**src/rtl/pll_ctrl_pkg.sv**
```systemverilog
// Shared PLL control definitions: FSM state encoding, default timing constants, pin decode.
// Latency: combinational helpers only, no state.
// Backpressure: none; constants and pure functions.
package pll_ctrl_pkg;

    // State encoding is also the status-register encoding, so these codes are fixed
    typedef enum logic [2:0] {
        ST_OFF    = 3'd0,
        ST_RESET  = 3'd1,
        ST_WAIT   = 3'd2,
        ST_STABLE = 3'd3,
        ST_RUN    = 3'd4,
        ST_FAIL   = 3'd5
    } pll_state_t;

    // Defaults sized for a 50 MHz reference clock
    localparam int DEF_RST_CYCLES   = 16;
    localparam int DEF_LOCK_TIMEOUT = 50000;
    localparam int DEF_LOCK_STABLE  = 1024;
    localparam int DEF_LOSS_FILTER  = 4;
    localparam int DEF_MAX_RETRIES  = 3;
    localparam int DEF_CNT_W        = 16;

    // Pin levels driven while in a given state
    typedef struct packed {
        logic pwd;
        logic reset;
        logic sys_rst;
        logic ready;
        logic fail;
    } pll_pins_t;

    // Invalid codes decode like OFF: PLL parked, everything held in reset
    function automatic pll_pins_t decode_pins(input pll_state_t s);
        pll_pins_t p;
        p.pwd     = 1'b1;
        p.reset   = 1'b1;
        p.sys_rst = 1'b1;
        p.ready   = 1'b0;
        p.fail    = 1'b0;
        case (s)
            ST_RESET: begin
                p.pwd = 1'b0;
            end
            ST_WAIT, ST_STABLE: begin
                p.pwd   = 1'b0;
                p.reset = 1'b0;
            end
            ST_RUN: begin
                p.pwd     = 1'b0;
                p.reset   = 1'b0;
                p.sys_rst = 1'b0;
                p.ready   = 1'b1;
            end
            ST_FAIL: begin
                p.fail = 1'b1;
            end
            default: ;
        endcase
        return p;
    endfunction

endpackage

```
**src/rtl/sync_2ff.sv**
```systemverilog
// Generic two-flop synchronizer for a single asynchronous level into clk.
// Latency: 2 clk cycles from a stable input to q.
// Backpressure: none; level signal, no handshake.
module sync_2ff #(
    parameter logic RST_VAL = 1'b0
) (
    input  logic clk,
    input  logic rst,
    input  logic d,
    output logic q
);

    logic meta;

    // First flop may go metastable; second flop gives it a full cycle to settle
    always_ff @(posedge clk) begin
        if (rst) begin
            meta <= RST_VAL;
            q    <= RST_VAL;
        end else begin
            meta <= d;
            q    <= meta;
        end
    end

endmodule

```
**src/rtl/pll_lock_supervisor.sv**
```systemverilog
// PLL power-up / reset / lock-qualification sequencer with bounded retries and lock-loss detection.
// Latency: rst release to ready >= 1 + RST_CYCLES + 2 + 1 + LOCK_STABLE cycles; outputs registered.
// Backpressure: none; free-running control block, restart is a single-cycle pulse.
module pll_lock_supervisor
    import pll_ctrl_pkg::*;
#(
    parameter int RST_CYCLES   = DEF_RST_CYCLES,
    parameter int LOCK_TIMEOUT = DEF_LOCK_TIMEOUT,
    parameter int LOCK_STABLE  = DEF_LOCK_STABLE,
    parameter int LOSS_FILTER  = DEF_LOSS_FILTER,
    parameter int MAX_RETRIES  = DEF_MAX_RETRIES,
    parameter int CNT_W        = DEF_CNT_W
) (
    input  logic       clk,
    input  logic       rst,
    input  logic       enable,
    input  logic       restart,
    input  logic       lock,
    output logic       pll_pwd,
    output logic       pll_reset,
    output logic       sys_rst,
    output logic       ready,
    output logic       fail,
    output logic [1:0] retry_cnt,
    output logic [2:0] state
);

    localparam int LOSS_W = $clog2(LOSS_FILTER + 1);

    // Counter load values: the counter runs N-1 down to 0, giving N cycles in the state
    localparam logic [CNT_W-1:0]  RST_LOAD  = CNT_W'(RST_CYCLES - 1);
    localparam logic [CNT_W-1:0]  TMO_LOAD  = CNT_W'(LOCK_TIMEOUT - 1);
    localparam logic [CNT_W-1:0]  STB_LOAD  = CNT_W'(LOCK_STABLE - 1);
    localparam logic [LOSS_W-1:0] LOSS_LAST = LOSS_W'(LOSS_FILTER - 1);

    pll_state_t        st;
    pll_state_t        st_nxt;
    logic [CNT_W-1:0]  cnt;
    logic [CNT_W-1:0]  cnt_nxt;
    logic [1:0]        retry_nxt;
    logic [LOSS_W-1:0] loss;
    logic [LOSS_W-1:0] loss_nxt;
    logic              lock_s;
    pll_pins_t         pins_nxt;

    sync_2ff #(
        .RST_VAL(1'b0)
    ) u_lock_sync (
        .clk(clk),
        .rst(rst),
        .d  (lock),
        .q  (lock_s)
    );

    // Outputs are decoded from the next state so they move with the state register
    assign pins_nxt = decode_pins(st_nxt);
    assign state    = st;

    // Next-state, counter, retry and lock-loss logic
    always_comb begin
        st_nxt    = st;
        cnt_nxt   = cnt;
        retry_nxt = retry_cnt;
        loss_nxt  = '0;
        if (!enable) begin
            // Power-down wins over restart and over any pending timeout
            st_nxt    = ST_OFF;
            cnt_nxt   = '0;
            retry_nxt = '0;
        end else begin
            case (st)
                ST_OFF: begin
                    st_nxt  = ST_RESET;
                    cnt_nxt = RST_LOAD;
                end
                ST_RESET: begin
                    if (cnt == '0) begin
                        st_nxt  = ST_WAIT;
                        cnt_nxt = TMO_LOAD;
                    end else begin
                        cnt_nxt = cnt - CNT_W'(1);
                    end
                end
                ST_WAIT: begin
                    if (lock_s) begin
                        st_nxt  = ST_STABLE;
                        cnt_nxt = STB_LOAD;
                    end else if (cnt == '0) begin
                        // Attempt timed out without lock
                        if ({30'd0, retry_cnt} < 32'(MAX_RETRIES)) begin
                            st_nxt    = ST_RESET;
                            cnt_nxt   = RST_LOAD;
                            retry_nxt = (retry_cnt == 2'd3) ? 2'd3 : retry_cnt + 2'd1;
                        end else begin
                            st_nxt  = ST_FAIL;
                            cnt_nxt = '0;
                        end
                    end else begin
                        cnt_nxt = cnt - CNT_W'(1);
                    end
                end
                ST_STABLE: begin
                    if (!lock_s) begin
                        // A glitch only restarts qualification; it is not a failed attempt
                        st_nxt  = ST_WAIT;
                        cnt_nxt = TMO_LOAD;
                    end else if (cnt == '0) begin
                        st_nxt  = ST_RUN;
                        cnt_nxt = '0;
                    end else begin
                        cnt_nxt = cnt - CNT_W'(1);
                    end
                end
                ST_RUN: begin
                    if (restart) begin
                        st_nxt    = ST_RESET;
                        cnt_nxt   = RST_LOAD;
                        retry_nxt = '0;
                    end else if (!lock_s) begin
                        if (loss == LOSS_LAST) begin
                            // Lock lost: re-sequence, retry budget untouched
                            st_nxt  = ST_RESET;
                            cnt_nxt = RST_LOAD;
                        end else begin
                            loss_nxt = loss + LOSS_W'(1);
                        end
                    end
                end
                ST_FAIL: begin
                    if (restart) begin
                        st_nxt    = ST_RESET;
                        cnt_nxt   = RST_LOAD;
                        retry_nxt = '0;
                    end
                end
                default: begin
                    // Unused codes fall back to the safe powered-down state
                    st_nxt    = ST_OFF;
                    cnt_nxt   = '0;
                    retry_nxt = '0;
                end
            endcase
        end
    end

    // State, counters and registered pin outputs
    always_ff @(posedge clk) begin
        if (rst) begin
            st        <= ST_OFF;
            cnt       <= '0;
            retry_cnt <= '0;
            loss      <= '0;
            pll_pwd   <= 1'b1;
            pll_reset <= 1'b1;
            sys_rst   <= 1'b1;
            ready     <= 1'b0;
            fail      <= 1'b0;
        end else begin
            st        <= st_nxt;
            cnt       <= cnt_nxt;
            retry_cnt <= retry_nxt;
            loss      <= loss_nxt;
            pll_pwd   <= pins_nxt.pwd;
            pll_reset <= pins_nxt.reset;
            sys_rst   <= pins_nxt.sys_rst;
            ready     <= pins_nxt.ready;
            fail      <= pins_nxt.fail;
        end
    end

endmodule
```
**config.mk**
```make
export PLATFORM = sky130hd
export DESIGN_NAME = pll_lock_supervisor
export DESIGN_NICKNAME = d
export VERILOG_FILES = /design/src/rtl/pll_ctrl_pkg.sv /design/src/rtl/sync_2ff.sv /design/src/rtl/pll_lock_supervisor.sv
export SDC_FILE = /design/constraint.sdc
export NUM_CORES = 1
export LEC_CHECK = 0
export ABC_AREA = 0
export CORE_ASPECT_RATIO = 0.9
export CORE_MARGIN = 3
export CORE_UTILIZATION = 45
export CTS_BUF_LIST = sky130_fd_sc_hd__clkbuf_16
export CTS_CLUSTER_DIAMETER = 30
export DETAILED_ROUTE_END_ITERATION = 10
export PLACE_DENSITY = 0.75
export SKIP_LAST_GASP = 1
export SYNTH_ARGS = -nofsm -noshare
export SYNTH_HDL_FRONTEND = slang
export SYNTH_SLANG_ARGS = --single-unit
```
**constraint.sdc**
```tcl
create_clock -name clk -period 4.2 [get_ports clk]
set_clock_uncertainty 0.05 [all_clocks]
set_input_delay 0.63 -clock clk [delete_from_list [all_inputs] [get_ports clk]]
set_output_delay 0.63 -clock clk [all_outputs]
set_load 0.02 [all_outputs]
```
==> results by group, run 1 <==
STA
  • Tcrit/Tclk final: 0.637
  • Final Max Slew Viols: 0
  • Slew HR: 0.516
  • Worst-Margin Slew: 0.715 ns
  • Fmax: 374 MHz
  • Number of failing hold endpoints at the final stage: 0
  • Crit path time final: 2.68 ns
  • RSZ-0062 raised after global routing: no
  • Total negative slack: 0 ns
  • Setup violations, final: 0

Worst setup path
  • Worst reg2reg path startpoint: cnt[4]
  • WP data required: 4.34 ns
  • Crit path kind: reg -> reg
  • CP Launch Type: register
  • CP Launch Point: cnt[4]
  • Critical Path Fanout Max: 7
  • Critical path endpoint category: register
  • Flop2flop setup slack: 1.52 ns
  • Critical Path AT: 2.82 ns

Final layout
  • P&R area growth vs syn: 17.6%
  • NumNets Final: 239
  • Diode count: 0
  • Final core occ: 0.577
  • Register area: 621 µm²
  • Multi-input logic area: 0.00104 mm²
  • Fillers: 317
  • Fraction of layout cells with a size suffix above 1: 0.0779

Clock network
  • Hold Buf Count CTS: 0
  • CTS Buffer Depth: 2
  • Worst-Skew Late Latency: 0.28 ns
  • Max H-tree Level: 2
  • CTS tree: yes
  • Reg clk slew, reported paths: 0.05 ns
  • CTS resizes: 0
  • CTS sink count: 31
  • CTS Buf Count: 5
  • Post-CTS Setup Repair Bufs: 0
  • Clock Tree Root: clkbuf_16

Drt
  • WL final: 4.12 mm
  • Drt drc: 0
  • Initial drt markers: 117
  • Drt pass-1 iters: 4
  • Mean routed wirelength per cell: 15.0 µm
  • Vias per inst: 6.05
  • ANT nets after route: 0
  • Vias: 1,664

Floorplan
  • Cell Rows: 20
  • Die area: 0.00463 mm²
  • Die Span Y: 64.8 µm
  • DIE WIDTH: 71.4 µm
  • Initial core utilization: 0.490
  • I/O Pins: 15
  • Placeable Area: 0.00353 mm²

Pwr
  • Pleak: 0.739 nW
  • Worst ir drop on vdd: 0.000278 V
  • Pwr dens: 387 mW/mm²

Synth
  • Post-synth ARST share: 0
  • Post-synth EDFFs: 0
  • Commonest cells in the netlist: dfxtp_1 (31), nor2_1 (27), a21oi_1 (15), nor3_1 (14), nand2_1 (12)
  • Net Count, Synth: 226
  • Main synth FF type: dfxtp_1
  • Cell count after synthesis: 217
  • Synthesis warning total: 0
  • Most frequent cell after synthesis: dfxtp_1
  • Netlist Area Pre-Place: 0.00173 mm²
  • Synth area leaders: dfxtp_1 (36%), nor2_1 (5.9%), a21oi_1 (4.3%)
  • Synthesized flop and latch total: 31
  • Top-area cell type share of the netlist area: 0.359
  • Synth area leader: dfxtp_1
  • Register area share after synthesis: 0.359
  • Post-synthesis area per instance: 7.97 µm²
  • Synth cell types: 43

Status
  • Run status: finished, final reports clean

Global route
  • Grt ovf: 0
  • All-Layer GR Usage: 0.190
  • Largest net degree at the start of global routing: 19
  • Vias in the first global route: 1,541
  • Initial antenna violation count: 0
  • First-pass GRT wire length: 6.96 mm

Placed design
  • PortBufs: 14
  • Detailed Place HPWL: 2.83 mm
  • GPL Wtd Cong: 0.852

Min path
  • Min-Delay Path Class: reg -> reg
  • Min-delay src: loss[0]

Run
  • Max-cap viol count: 0
-- critical path, stage by stage (launching register included) --
cell and delay [ns]:
dfxtp_1 0.34, or4_1 0.67, or4_4 0.57, or4_1 0.53, a211o_1 0.28, a21oi_1 0.15
-- final cells by class --
class | count | area share
multi-input cells | 168 | 0.512
flip-flops and latches | 31 | 0.305
repair buffers | 15 | 0.0726
clock buffers | 5 | 0.0615
well taps | 44 | 0.0271
inverters | 9 | 0.0166
clock inverters | 3 | 0.00554
-- report_power, final --
part	switching [mW]	internal, mW	leakage (nW)
sequential	0.0134	0.304	0.252
combinational	0.0784	0.0567	0.417
clock	0.122	0.213	0.0701
-- sequential cells by signal, indices dropped and copies added (netlist names) --
name,cells
cnt,16
fail,1
loss,3
pll_pwd,1
pll_reset,1
ready,1
retry_cnt,2
state,3
sys_rst,1
u_lock_sync.meta,1
u_lock_sync.q,1
-- stage by stage --
stage	cells	cell area [µm²]	power (mW)	hold WS, ns	worst slack, ns
floorplan	217	1730	0.423	0.349	1.75
global placement	267	1900	0.454	0.358	1.39
detailed placement	267	1900	0.455	0.378	1.31
CTS	275	2030	0.789	0.385	1.53
global route	275	2030	0.822	0.407	1.44
finish	275	2030	0.787	0.374	1.52
-- kinds of logic (layout without fill, tap and decap cells) --
group / after synthesis / count (layout) / synth area share
AND/OR/NAND/NOR: 100 / 100 / 0.314
adder cells (fa/ha/maj): 4 / 4 / 0.0289
XOR/XNOR: 7 / 7 / 0.0354
flip-flops: 31 / 31 / 0.359
AO/OA/AOI/OAI: 57 / 57 / 0.223
buffers and inverters: 18 / 32 / 0.0398
-- metal layers --
metal / track usage / routed length (µm) / up-vias
met2: 0.284 / 1790 / 68
met5: 0 / 0 / -
met4: 0.0775 / 65 / 0
li1: - / - / 828
met1: 0.258 / 1970 / 761
met3: 0.0481 / 300 / 7
-- cell usage in the layout (no fill, tap or decap), types with 3 or more instances in the layout --
cell type	Yosys	final
a211o_1	3	3
a21oi_1	15	15
a31oi_1	8	8
clkbuf_16	0	5
clkdlybuf4s50_1	0	14
dfxtp_1	31	31
ha_1	4	4
inv_1	9	10
nand2_1	12	12
nand2b_1	8	8
nor2_1	27	27
nor2b_1	7	7
nor3_1	14	14
nor4_1	8	8
o21ai_0	9	9
o221a_2	3	3
or2_2	4	4
or4_1	7	7
xnor2_1	5	5
-- path summary, 6_finish.rpt --
kind | to | cells past startpoint
worst max-delay path | cnt[15] | 5
worst min-delay path | loss[0] | 1
worst max register to register | cnt[15] | 5
worst min register to register | loss[0] | 1
(Power assumes the default switching activity.)
==> run 2: changes to the inputs <==
clock period = 2.6 ns   (was 4.2 ns; I/O delays follow)
==> run 2 against run 1 <==
Fmax grew 7.2%. Die area stayed put. Final cell count rose by 4.0%. Non-clock buffer count rose by 11. Routed wire length grew 5.1%. Global-route usage grew 0.55 points. Critical path type unchanged. Largest cell class unchanged.
==> results by group, run 2 (synthesis gave the netlist of run 1 again) <==
Status
  • Run status: finished, final reports clean

Drt
  • Mean routed wirelength per cell: 15.2 µm
  • WL final: 4.33 mm
  • ANT nets after route: 0
  • Vias: 1,708
  • Drt drc: 0
  • Vias per inst: 5.97
  • Drt pass-1 iters: 4
  • Initial drt markers: 116

Placed design
  • Placed cell areas: 0.00198 mm²
  • PortBufs: 14
  • Detailed Place HPWL: 3.06 mm
  • GPL Wtd Cong: 0.867

Min path
  • Worst hold path depth: 1
  • Min-Delay Path Class: reg -> reg
  • WHS Endpoint: loss[0]
  • Min-delay src: loss[0]

STA
  • Fmax: 401 MHz
  • Worst hold margin: 0.367 ns
  • Worst-Margin Slew: 0.663 ns
  • Setup violations, final: 0
  • Crit path time final: 2.50 ns
  • Tcrit/Tclk final: 0.960
  • Total negative slack: 0 ns
  • Final Max Slew Viols: 0
  • RSZ-0062 raised after global routing: no
  • Slew HR: 0.552
  • Number of failing hold endpoints at the final stage: 0

Pwr
  • P_sw: 0.357 mW
  • Sw frac: 0.274
  • Register share of total power: 0.390
  • Pwr dens: 615 mW/mm²
  • Worst ir drop on vdd: 0.000398 V
  • Pleak: 0.797 nW
  • Clk network pwr share: 0.424
  • Cell internal pwr: 0.947 mW
  • Comb pwr share: 0.187

Worst setup path
  • Worst reg2reg path startpoint: cnt[4]
  • Critical Path Fanout Max: 6
  • Critical path endpoint category: register
  • Crit path kind: reg -> reg
  • Critical Path AT: 2.65 ns
  • FF-to-FF End: cnt[15]
  • CP Launch Type: register
  • Reg2reg path depth: 5
  • Flop2flop setup slack: 0.10 ns
  • WP data required: 2.75 ns

Clock network
  • CTS tree: yes
  • Post-CTS Setup Repair Bufs: 0
  • CTS sink count: 31
  • CTS Buf Count: 5
  • CTS resizes: 0
  • Clock Tree Root: clkbuf_16
  • Max H-tree Level: 2
  • Worst-Skew Late Latency: 0.28 ns
  • Reg clk slew, reported paths: 0.05 ns
  • Hold Buf Count CTS: 0
  • CTS Buffer Depth: 2

Floorplan
  • Die Span Y: 64.8 µm
  • Cell Rows: 20
  • Placeable Area: 0.00353 mm²
  • Die area: 0.00463 mm²
  • DIE WIDTH: 71.4 µm
  • Initial core utilization: 0.490
  • I/O Pins: 15

Global route
  • Largest net degree at the start of global routing: 20
  • First-pass GRT wire length: 7.15 mm
  • All-Layer GR Usage: 0.195
  • Grt ovf: 0
  • Initial antenna violation count: 0
  • Vias in the first global route: 1,488

Final layout
  • Multi-input logic area: 0.00104 mm²
  • Register area: 621 µm²
  • Diode count: 0
  • Most common cell after layout, fill and taps aside: dfxtp_1
  • Biggest register: cnt
  • Finished Cell Area: 0.00212 mm²
  • NumNets Final: 250
  • Fillers: 321
  • Commonest non-fill, non-tap cells in the layout: dfxtp_1 (31), nor2_1 (27), a21oi_1 (15), nor3_1 (14), clkdlybuf4s50_1 (14)
  • Fraction of layout cells with a size suffix above 1: 0.132
  • Max reg flops: 16
  • P&R area growth vs syn: 22.6%

Run
  • Max-cap viol count: 0
==> run 2: cell count changes in the layout (fill, tap and decap cells not counted), sizes merged <==
cell,change
buf,+11
inv,-1
clkinv,+1
==> run 2: power by group through the flow <==
stage	Combinational (mW)	Sequential (mW)	Clock (mW)
after floorplan	0.168	0.515	0
after global placement	0.235	0.516	0
after detailed placement	0.240	0.517	0
after CTS	0.241	0.507	0.558
after global routing	0.270	0.509	0.575
final	0.243	0.508	0.552
==> run 2: how the worst max path moves through the flow <==
stage / start / end / slack (ns) / depth (start not counted)
3_5_place_dp: cnt[4] / cnt[15] / 0.13 / 5
2_1_floorplan: cnt[4] / cnt[15] / 0.15 / 6
5_1_grt: cnt[4] / cnt[15] / 0.02 / 5
4_1_cts: cnt[4] / cnt[15] / 0.11 / 5
3_3_place_gp: cnt[4] / cnt[15] / 0.19 / 5
6_report: cnt[4] / cnt[15] / 0.10 / 5
==> run 2: layout make-up <==
cell class / count / area share
flip-flops and latches: 31 / 0.293
repair buffers: 26 / 0.109
clock inverters: 3 / 0.00708
well taps: 44 / 0.0260
multi-input cells: 168 / 0.491
inverters: 9 / 0.0159
clock buffers: 5 / 0.0590
==> run 2: through the flow <==
| step | cells | setup WS [ns] | utilization | power [mW] |
|---|---|---|---|---|
| floorplan | 217 | 0.150 | - | 0.683 |
| global placement | 278 | 0.193 | 0.561 | 0.751 |
| detailed placement | 278 | 0.132 | 0.561 | 0.756 |
| CTS | 286 | 0.110 | 0.601 | 1.31 |
| global route | 286 | 0.0186 | 0.601 | 1.35 |
| finish | 286 | 0.103 | 0.601 | 1.30 |
==> run 2: metal layers <==
| layer | wire (µm) | GRT usage |
|---|---|---|
| met1 | 2080 | 0.276 |
| met2 | 1920 | 0.281 |
| met3 | 266 | 0.0434 |
| met4 | 76 | 0.0845 |
| met5 | 0 | 0 |
==> run 2: critical path, cell delays in order (launching register included) <==
cell and delay, ns:
dfxtp_1 0.35, or4_1 0.58, or4_4 0.54, or4_1 0.52, a211o_1 0.26, a21oi_1 0.13
